$ cat config.mk
export PLATFORM = sky130hd
export DESIGN_NAME = oi_cmd_sequencer
export DESIGN_NICKNAME = d
export VERILOG_FILES = /design/src/rtl/oi_cmd_sequencer_pkg.sv /design/src/rtl/oi_cmd_sequencer_lap_timer.sv /design/src/rtl/oi_cmd_sequencer.sv
export SDC_FILE = /design/constraint.sdc
export NUM_CORES = 1
export LEC_CHECK = 0
export CORE_ASPECT_RATIO = 1.75
export CORE_MARGIN = 5
export CORE_UTILIZATION = 35
export CTS_CLUSTER_SIZE = 24
export DETAILED_ROUTE_END_ITERATION = 8
export GPL_ROUTABILITY_DRIVEN = 0
export GPL_TIMING_DRIVEN = 0
export PLACE_DENSITY = 0.51
export SYNTH_ARGS = -nofsm -noshare
export SYNTH_HDL_FRONTEND = slang
export SYNTH_SLANG_ARGS = --single-unit
export TNS_END_PERCENT = 5
$ cat constraint.sdc
create_clock -name clk -period 3.42 [get_ports clk]
set_input_delay 0.684 -clock clk [delete_from_list [all_inputs] [get_ports clk]]
set_output_delay 0.684 -clock clk [all_outputs]
set_load 0.01 [all_outputs]
$ cat src/rtl/oi_cmd_sequencer_pkg.sv
// Shared definitions for the iRobot Open Interface command sequencer.
// Contents: FSM state codes, OI opcodes, the controller state enum, and the
// packet-content and packet-length functions. The sequencer builds its packets
// from these functions byte by byte, so no packet ROM is needed.
package oi_cmd_sequencer_pkg;

    // State codes driven by the figure-8 FSM. Codes 5-7 are not valid.
    localparam logic [2:0] ST_STOP       = 3'd0;
    localparam logic [2:0] ST_CLKWISE    = 3'd1;
    localparam logic [2:0] ST_CNTCLKWISE = 3'd2;
    localparam logic [2:0] ST_INIT       = 3'd3;
    localparam logic [2:0] ST_SONGINIT   = 3'd4;

    // OI opcodes
    localparam logic [7:0] OP_START = 8'd128;
    localparam logic [7:0] OP_FULL  = 8'd132;
    localparam logic [7:0] OP_DRIVE = 8'd137;
    localparam logic [7:0] OP_SONG  = 8'd140;
    localparam logic [7:0] OP_PLAY  = 8'd141;

    localparam int unsigned MAX_PKT_LEN = 7;
    localparam int unsigned IDX_W       = $clog2(MAX_PKT_LEN);

    typedef enum logic [1:0] {
        CTRL_IDLE = 2'd0,
        CTRL_SEND = 2'd1,
        CTRL_LAP  = 2'd2
    } ctrl_e;

    // Number of bytes in the packet for a state code; 0 means no packet.
    function automatic logic [IDX_W-1:0] pkt_len(input logic [2:0] code);
        logic [IDX_W-1:0] len;
        case (code)
            ST_STOP:       len = IDX_W'(5);
            ST_CLKWISE:    len = IDX_W'(5);
            ST_CNTCLKWISE: len = IDX_W'(5);
            ST_INIT:       len = IDX_W'(2);
            ST_SONGINIT:   len = IDX_W'(7);
            default:       len = IDX_W'(0);
        endcase
        return len;
    endfunction

    // Byte 'idx' (0 = first on the wire) of the packet for a state code.
    // Drive packets carry velocity then radius, MSB first; clockwise turns
    // use the negated radius.
    function automatic logic [7:0] pkt_byte(input logic [2:0]       code,
                                            input logic [IDX_W-1:0] idx,
                                            input logic [15:0]      vel,
                                            input logic [15:0]      rad);
        logic [7:0]  b;
        logic [15:0] turn;
        turn = (code == ST_CLKWISE) ? (16'd0 - rad) : rad;
        b    = 8'd0;
        case (code)
            ST_STOP: begin
                case (idx)
                    IDX_W'(0): b = OP_DRIVE;
                    default:   b = 8'd0;
                endcase
            end
            ST_CLKWISE, ST_CNTCLKWISE: begin
                case (idx)
                    IDX_W'(0): b = OP_DRIVE;
                    IDX_W'(1): b = vel[15:8];
                    IDX_W'(2): b = vel[7:0];
                    IDX_W'(3): b = turn[15:8];
                    IDX_W'(4): b = turn[7:0];
                    default:   b = 8'd0;
                endcase
            end
            ST_INIT: begin
                case (idx)
                    IDX_W'(0): b = OP_START;
                    IDX_W'(1): b = OP_FULL;
                    default:   b = 8'd0;
                endcase
            end
            ST_SONGINIT: begin
                // define song 0 as one note (72, 16/64 s), then play song 0
                case (idx)
                    IDX_W'(0): b = OP_SONG;
                    IDX_W'(1): b = 8'd0;
                    IDX_W'(2): b = 8'd1;
                    IDX_W'(3): b = 8'd72;
                    IDX_W'(4): b = 8'd16;
                    IDX_W'(5): b = OP_PLAY;
                    IDX_W'(6): b = 8'd0;
                    default:   b = 8'd0;
                endcase
            end
            default: b = 8'd0;
        endcase
        return b;
    endfunction

endpackage

$ cat src/rtl/oi_cmd_sequencer_lap_timer.sv
// Lap timer for the OI command sequencer.
// Ports:
//   clk, rst : clock, synchronous active-high reset
//   clr      : abandon any lap in progress (dominates start)
//   start    : begin a lap; done pulses LAP_CYCLES clocks after this cycle's edge
//   done     : registered one-cycle pulse when the lap completes
module oi_cmd_sequencer_lap_timer #(
    parameter logic [31:0] LAP_CYCLES = 32'd50_000_000
) (
    input  logic clk,
    input  logic rst,
    input  logic clr,
    input  logic start,
    output logic done
);

    logic        run_q,   run_d;
    logic [31:0] count_q, count_d;
    logic        done_q,  done_d;

    // Timer state registers
    always_ff @(posedge clk) begin
        if (rst) begin
            run_q   <= 1'b0;
            count_q <= 32'd0;
            done_q  <= 1'b0;
        end else begin
            run_q   <= run_d;
            count_q <= count_d;
            done_q  <= done_d;
        end
    end

    // Count from 0 at the start edge; the edge that sees LAP_CYCLES-1 raises done
    always_comb begin
        run_d   = run_q;
        count_d = count_q;
        done_d  = 1'b0;
        if (clr) begin
            run_d   = 1'b0;
            count_d = 32'd0;
        end else if (start) begin
            run_d   = 1'b1;
            count_d = 32'd0;
        end else if (run_q) begin
            if (count_q == (LAP_CYCLES - 32'd1)) begin
                run_d  = 1'b0;
                done_d = 1'b1;
            end else begin
                count_d = count_q + 32'd1;
            end
        end else begin
            count_d = count_q;
        end
    end

    assign done = done_q;

endmodule

$ cat src/rtl/oi_cmd_sequencer.sv
// OI command sequencer: turns the figure-8 FSM state code into OI command
// packets streamed byte-serially over a valid/ready link to the UART TX, and
// times each drive lap, returning a one-cycle 'enables' pulse to the FSM.
// Ports:
//   clk, rst  : clock, synchronous active-high reset
//   state     : FSM state code (0-4 valid)
//   tx_data   : command byte, held stable while tx_valid & !tx_ready
//   tx_valid  : tx_data valid
//   tx_ready  : UART TX accepts the byte at a posedge with tx_valid high
//   enables   : one-cycle lap-complete pulse
//   busy      : a byte is being offered or a new packet is waiting behind a stall
module oi_cmd_sequencer
    import oi_cmd_sequencer_pkg::*;
#(
    parameter logic [31:0]        LAP_CYCLES = 32'd50_000_000,
    parameter logic signed [15:0] VELOCITY   = 16'sd200,
    parameter logic signed [15:0] RADIUS     = 16'sd500
) (
    input  logic       clk,
    input  logic       rst,
    input  logic [2:0] state,
    output logic [7:0] tx_data,
    output logic       tx_valid,
    input  logic       tx_ready,
    output logic       enables,
    output logic       busy
);

    ctrl_e            ctrl_q, ctrl_d;
    logic [2:0]       state_q;
    logic [IDX_W-1:0] idx_q,      idx_d;
    logic [7:0]       tx_data_q,  tx_data_d;
    logic             tx_valid_q, tx_valid_d;
    logic             pending_q,  pending_d;
    logic             busy_q;

    logic             change_s, stalled_s, accept_s, load_s;
    logic             new_valid_s, last_s, is_drive_s;
    logic             timer_clr_s, timer_start_s, lap_done_s;
    logic [IDX_W-1:0] cur_len_s;

    // Handshake and packet bookkeeping shared by next-state and output logic
    always_comb begin
        change_s    = (state != state_q);
        stalled_s   = tx_valid_q & ~tx_ready;
        accept_s    = tx_valid_q & tx_ready;
        // A new packet starts on a change unless a byte is stalled; a change
        // seen during a stall is remembered and taken when that byte goes.
        load_s      = (change_s & ~stalled_s) | (pending_q & accept_s);
        new_valid_s = (pkt_len(state) != IDX_W'(0));
        cur_len_s   = pkt_len(state_q);
        last_s      = accept_s & ((idx_q + IDX_W'(1)) == cur_len_s);
        is_drive_s  = (state_q == ST_CLKWISE) | (state_q == ST_CNTCLKWISE);
    end

    // State register: controller state and all datapath flops
    always_ff @(posedge clk) begin
        if (rst) begin
            ctrl_q     <= CTRL_IDLE;
            state_q    <= 3'b111;     // sentinel: any valid code looks like a change
            idx_q      <= IDX_W'(0);
            tx_data_q  <= 8'd0;
            tx_valid_q <= 1'b0;
            pending_q  <= 1'b0;
            busy_q     <= 1'b0;
        end else begin
            ctrl_q     <= ctrl_d;
            state_q    <= state;
            idx_q      <= idx_d;
            tx_data_q  <= tx_data_d;
            tx_valid_q <= tx_valid_d;
            pending_q  <= pending_d;
            busy_q     <= tx_valid_d | pending_d;
        end
    end

    // Next-state logic for the controller
    always_comb begin
        ctrl_d = ctrl_q;
        if (load_s) begin
            ctrl_d = new_valid_s ? CTRL_SEND : CTRL_IDLE;
        end else begin
            case (ctrl_q)
                CTRL_IDLE: ctrl_d = CTRL_IDLE;
                CTRL_SEND: begin
                    if (last_s) begin
                        ctrl_d = is_drive_s ? CTRL_LAP : CTRL_IDLE;
                    end else begin
                        ctrl_d = CTRL_SEND;
                    end
                end
                CTRL_LAP: begin
                    if (lap_done_s) begin
                        ctrl_d = CTRL_IDLE;
                    end else begin
                        ctrl_d = CTRL_LAP;
                    end
                end
                default: ctrl_d = CTRL_IDLE;
            endcase
        end
    end

    // Output/datapath logic: byte stepping, pending flag, timer control
    always_comb begin
        idx_d         = idx_q;
        tx_data_d     = tx_data_q;
        tx_valid_d    = tx_valid_q;
        pending_d     = pending_q;
        timer_clr_s   = 1'b0;
        timer_start_s = 1'b0;
        if (load_s) begin
            // Remainder of any old packet is dropped; 'state' is the latest code
            idx_d       = IDX_W'(0);
            tx_valid_d  = new_valid_s;
            tx_data_d   = new_valid_s ? pkt_byte(state, IDX_W'(0), VELOCITY, RADIUS) : 8'd0;
            pending_d   = 1'b0;
            timer_clr_s = 1'b1;
        end else if (change_s) begin
            // Only reachable while a byte is stalled
            pending_d = 1'b1;
        end else if (accept_s) begin
            if (last_s) begin
                idx_d         = IDX_W'(0);
                tx_valid_d    = 1'b0;
                timer_start_s = is_drive_s;
            end else begin
                idx_d     = idx_q + IDX_W'(1);
                tx_data_d = pkt_byte(state_q, idx_q + IDX_W'(1), VELOCITY, RADIUS);
            end
        end else begin
            idx_d = idx_q;
        end
    end

    oi_cmd_sequencer_lap_timer #(
        .LAP_CYCLES (LAP_CYCLES)
    ) u_lap_timer (
        .clk   (clk),
        .rst   (rst),
        .clr   (timer_clr_s),
        .start (timer_start_s),
        .done  (lap_done_s)
    );

    assign tx_data  = tx_data_q;
    assign tx_valid = tx_valid_q;
    assign busy     = busy_q;
    assign enables  = lap_done_s;

endmodule

==> flow_summary.yaml <==
timing:
  min_period_ns: 3.06
  rsz0062_at_grt: "false"
  worst_slack_ns: 0.363
  hold_viol: 0
  tns_ns: 0
  finalMaxSlewViolations: 0
  setup_viol: 0
  worstMarginPinSlew_ns: 0.682
  fin_crit_sh: 0.894
  fmax_mhz: 327
  slew_headroom: 0.541
  finClkSkew_ns: 0.00363
clock_tree:
  tritoncts: "yes"
  clk_pin_slew_ns: 0.07
  clk_latency_ns: 0.29
  clock_path_buffers: 2
  numCtsBuffers: 5
  htree_num_levels: 2
  ctsRootBufferMaster: "clkbuf_16"
  cts_num_sinks: 51
job:
  cap_violations: 0
drt:
  vias: 2852
  drc: 0
  avgRoutedWirePerCell_um: 17.8
  wl_mm: 8.44
  avgViaCountPerCell: 6.00
  drtAntennaViolNets: 0
  dr.pass1.iters: 4
  drt_iter0_drc: 204
die:
  die_x_um: 79.5
  initial_core_util: 0.358
  die-area_um2: 10500
  core_area_um2: 8260
  io_pins: 17
  rows: 44
  fp.dieH_um: 132
cells_and_area:
  drive_gt1_frac: 0.0757
  diodes: 0
  final_nets: 394
  synthToLayoutAreaGrowth_pct: 14.6
  postLayoutCoreUtil: 0.411
  nFillCells: 864
synthesis:
  seq_area_frac_synth: 0.345
  netlist_instances: 359
  synth_nets: 371
  ys_types: 57
  synth_top_area_share: 0.345
  yosysMostFrequentCell: "dfxtp_1"
  synth_commonest_cells: "dfxtp_1, a21oi_1, nand2_1"
  syn_area_per_cell_um2: 8.24
  yosys-top-cells-area: "dfxtp_1, a21oi_1, nand2_1"
  synth_edf_count: 0
  syn-cell-area_um2: 2960
  synth-main-ff-cell: "dfxtp_1"
  yosys_warnings: 0
  synth_seq_cells: 51
  async_reset_ff_frac: 0
  yosys.area.top_type: "dfxtp_1"
placement:
  hpwl_mm: 6.30
  io_buffers: 16
  pre_cts_ws_ns: 0.164
hold_path:
  hp-class: "reg2reg"
setup_path:
  startpoint_type: "register"
  crit_required_ns: 3.60
  cpMaxStageDelayCell: "dfxtp_1"
  path_cells: "clkbuf_2, inv_1, ha_1, clkbuf_1, nand4bb_1, a211oi_2, a31oi_1, o21ai_2, buf_2, nor2_1"
  crit_buf_inv: 4
  slowest_delay_ns: 0.39
  worstSetupPathType: "reg2reg"
  crit_family: "buffers and inverters"
  cp-end-kind: "register"
  crit_fanout: 10
  critPathArrivalTime_ns: 3.24
global_routing:
  grt_use_total: 0.167
  grt_pass1_vias: 2898
  antenna_found_initial: 0
  grt_max_degree: 15
  overflow: 0
  grt_pass1_wl_mm: 14.0
power_and_ir_drop:
  cellLeakagePower_uw: 0.000994
  irDropWorstVdd_mv: 0.201
  power.density_nw_per_um2: 371
status:
  status: "complete, no violations"
routing by layer:
layer	global-route usage	share of wire	vias to the layer above
li1	-	-	1393
met1	0.158	0.36	1355
met2	0.318	0.56	80
met3	0.0301	0.030	24
met4	0.101	0.049	0
met5	0	0	-
registers in the layout, summed over array words and instances, names as in the netlist:
name and cells:
tx_valid 1, busy 1, tx_data 8, state_q 3, u_lap_timer.count_q 32, u_lap_timer.run_q 1, pending_q 1, u_lap_timer.done 1
idx_q 3
logic make-up (layout without fill, tap and decap cells):
group,count (synthesis),after routing,share of synthesized area
flip-flops,51,51,0.345
buffers and inverters,30,54,0.0453
AO/OA/AOI/OAI,90,90,0.213
multiplexers,1,1,0.00338
XOR/XNOR,16,16,0.0537
adder cells (fa/ha/maj),7,7,0.0288
AND/OR/NAND/NOR,164,164,0.310
path summary, 6_finish.rpt:
check                           startpoint                 endpoint  slack, ns  depth (start not counted)
worst min-delay path            tx_data[1]               tx_data[1]       0.47                          2
worst max-delay path              idx_q[0]  u_lap_timer.count_q[18]       0.36                         10
worst max register to register    idx_q[0]  u_lap_timer.count_q[18]       0.36                         10
worst min register to register  tx_data[1]               tx_data[1]       0.47                          2
power by group:
group          internal (uW)  switching [uW]
registers                604            6.04
logic                   44.9            67.3
clock network            312             225
worst min-delay path: stages, from the launching register on:
cell,delay [ns]
dfxtp_1,0.31
nand2_1,0.06
a21oi_1,0.05
repair_timing:
action | CTS | global route
buffers inserted | 0 | 0
gates resized for setup | 0 | 2
hold buffers | 0 | 0
setup endpoints to repair | 0 | 30
cell type report:
class / count / area, um^2 / area share
timing repair buffer: 16 / 160 / 0.0472
inverter: 9 / 33.8 / 0.00996
buffer: 21 / 101 / 0.0299
tap: 92 / 115 / 0.0339
sequential: 51 / 1020 / 0.301
multi-input combinational: 278 / 1800 / 0.532
clock buffer: 8 / 156 / 0.0461
stage by stage:
| stage | total power, uW | hold slack, ns | std cells | cell area [um^2] |
|---|---|---|---|---|
| after floorplan | 691 | 0.461 | 359 | 2960 |
| after global placement | 736 | 0.446 | 467 | 3230 |
| after detailed placement | 736 | 0.457 | 467 | 3230 |
| after CTS | 1280 | 0.467 | 475 | 3390 |
| after global routing | 1300 | 0.486 | 475 | 3390 |
| final | 1260 | 0.466 | 475 | 3390 |
layout by cell type (no fill, tap or decap), drive strengths merged, types with 3 or more instances in the layout:
master	count
a211oi	3
a21oi	32
a31oi	4
and2	5
and3	7
and4	4
buf	7
clkbuf	22
clkdlybuf4s50	16
dfxtp	51
ha	6
inv	9
nand2	29
nand2b	3
nand3	19
nand3b	4
nand4	16
nor2	22
nor3	13
nor4	10
o21ai	19
o22ai	3
o31ai	10
or3	11
or4	11
xnor2	6
xor2	10
No activity file was read; power rests on OpenSTA's default activity.
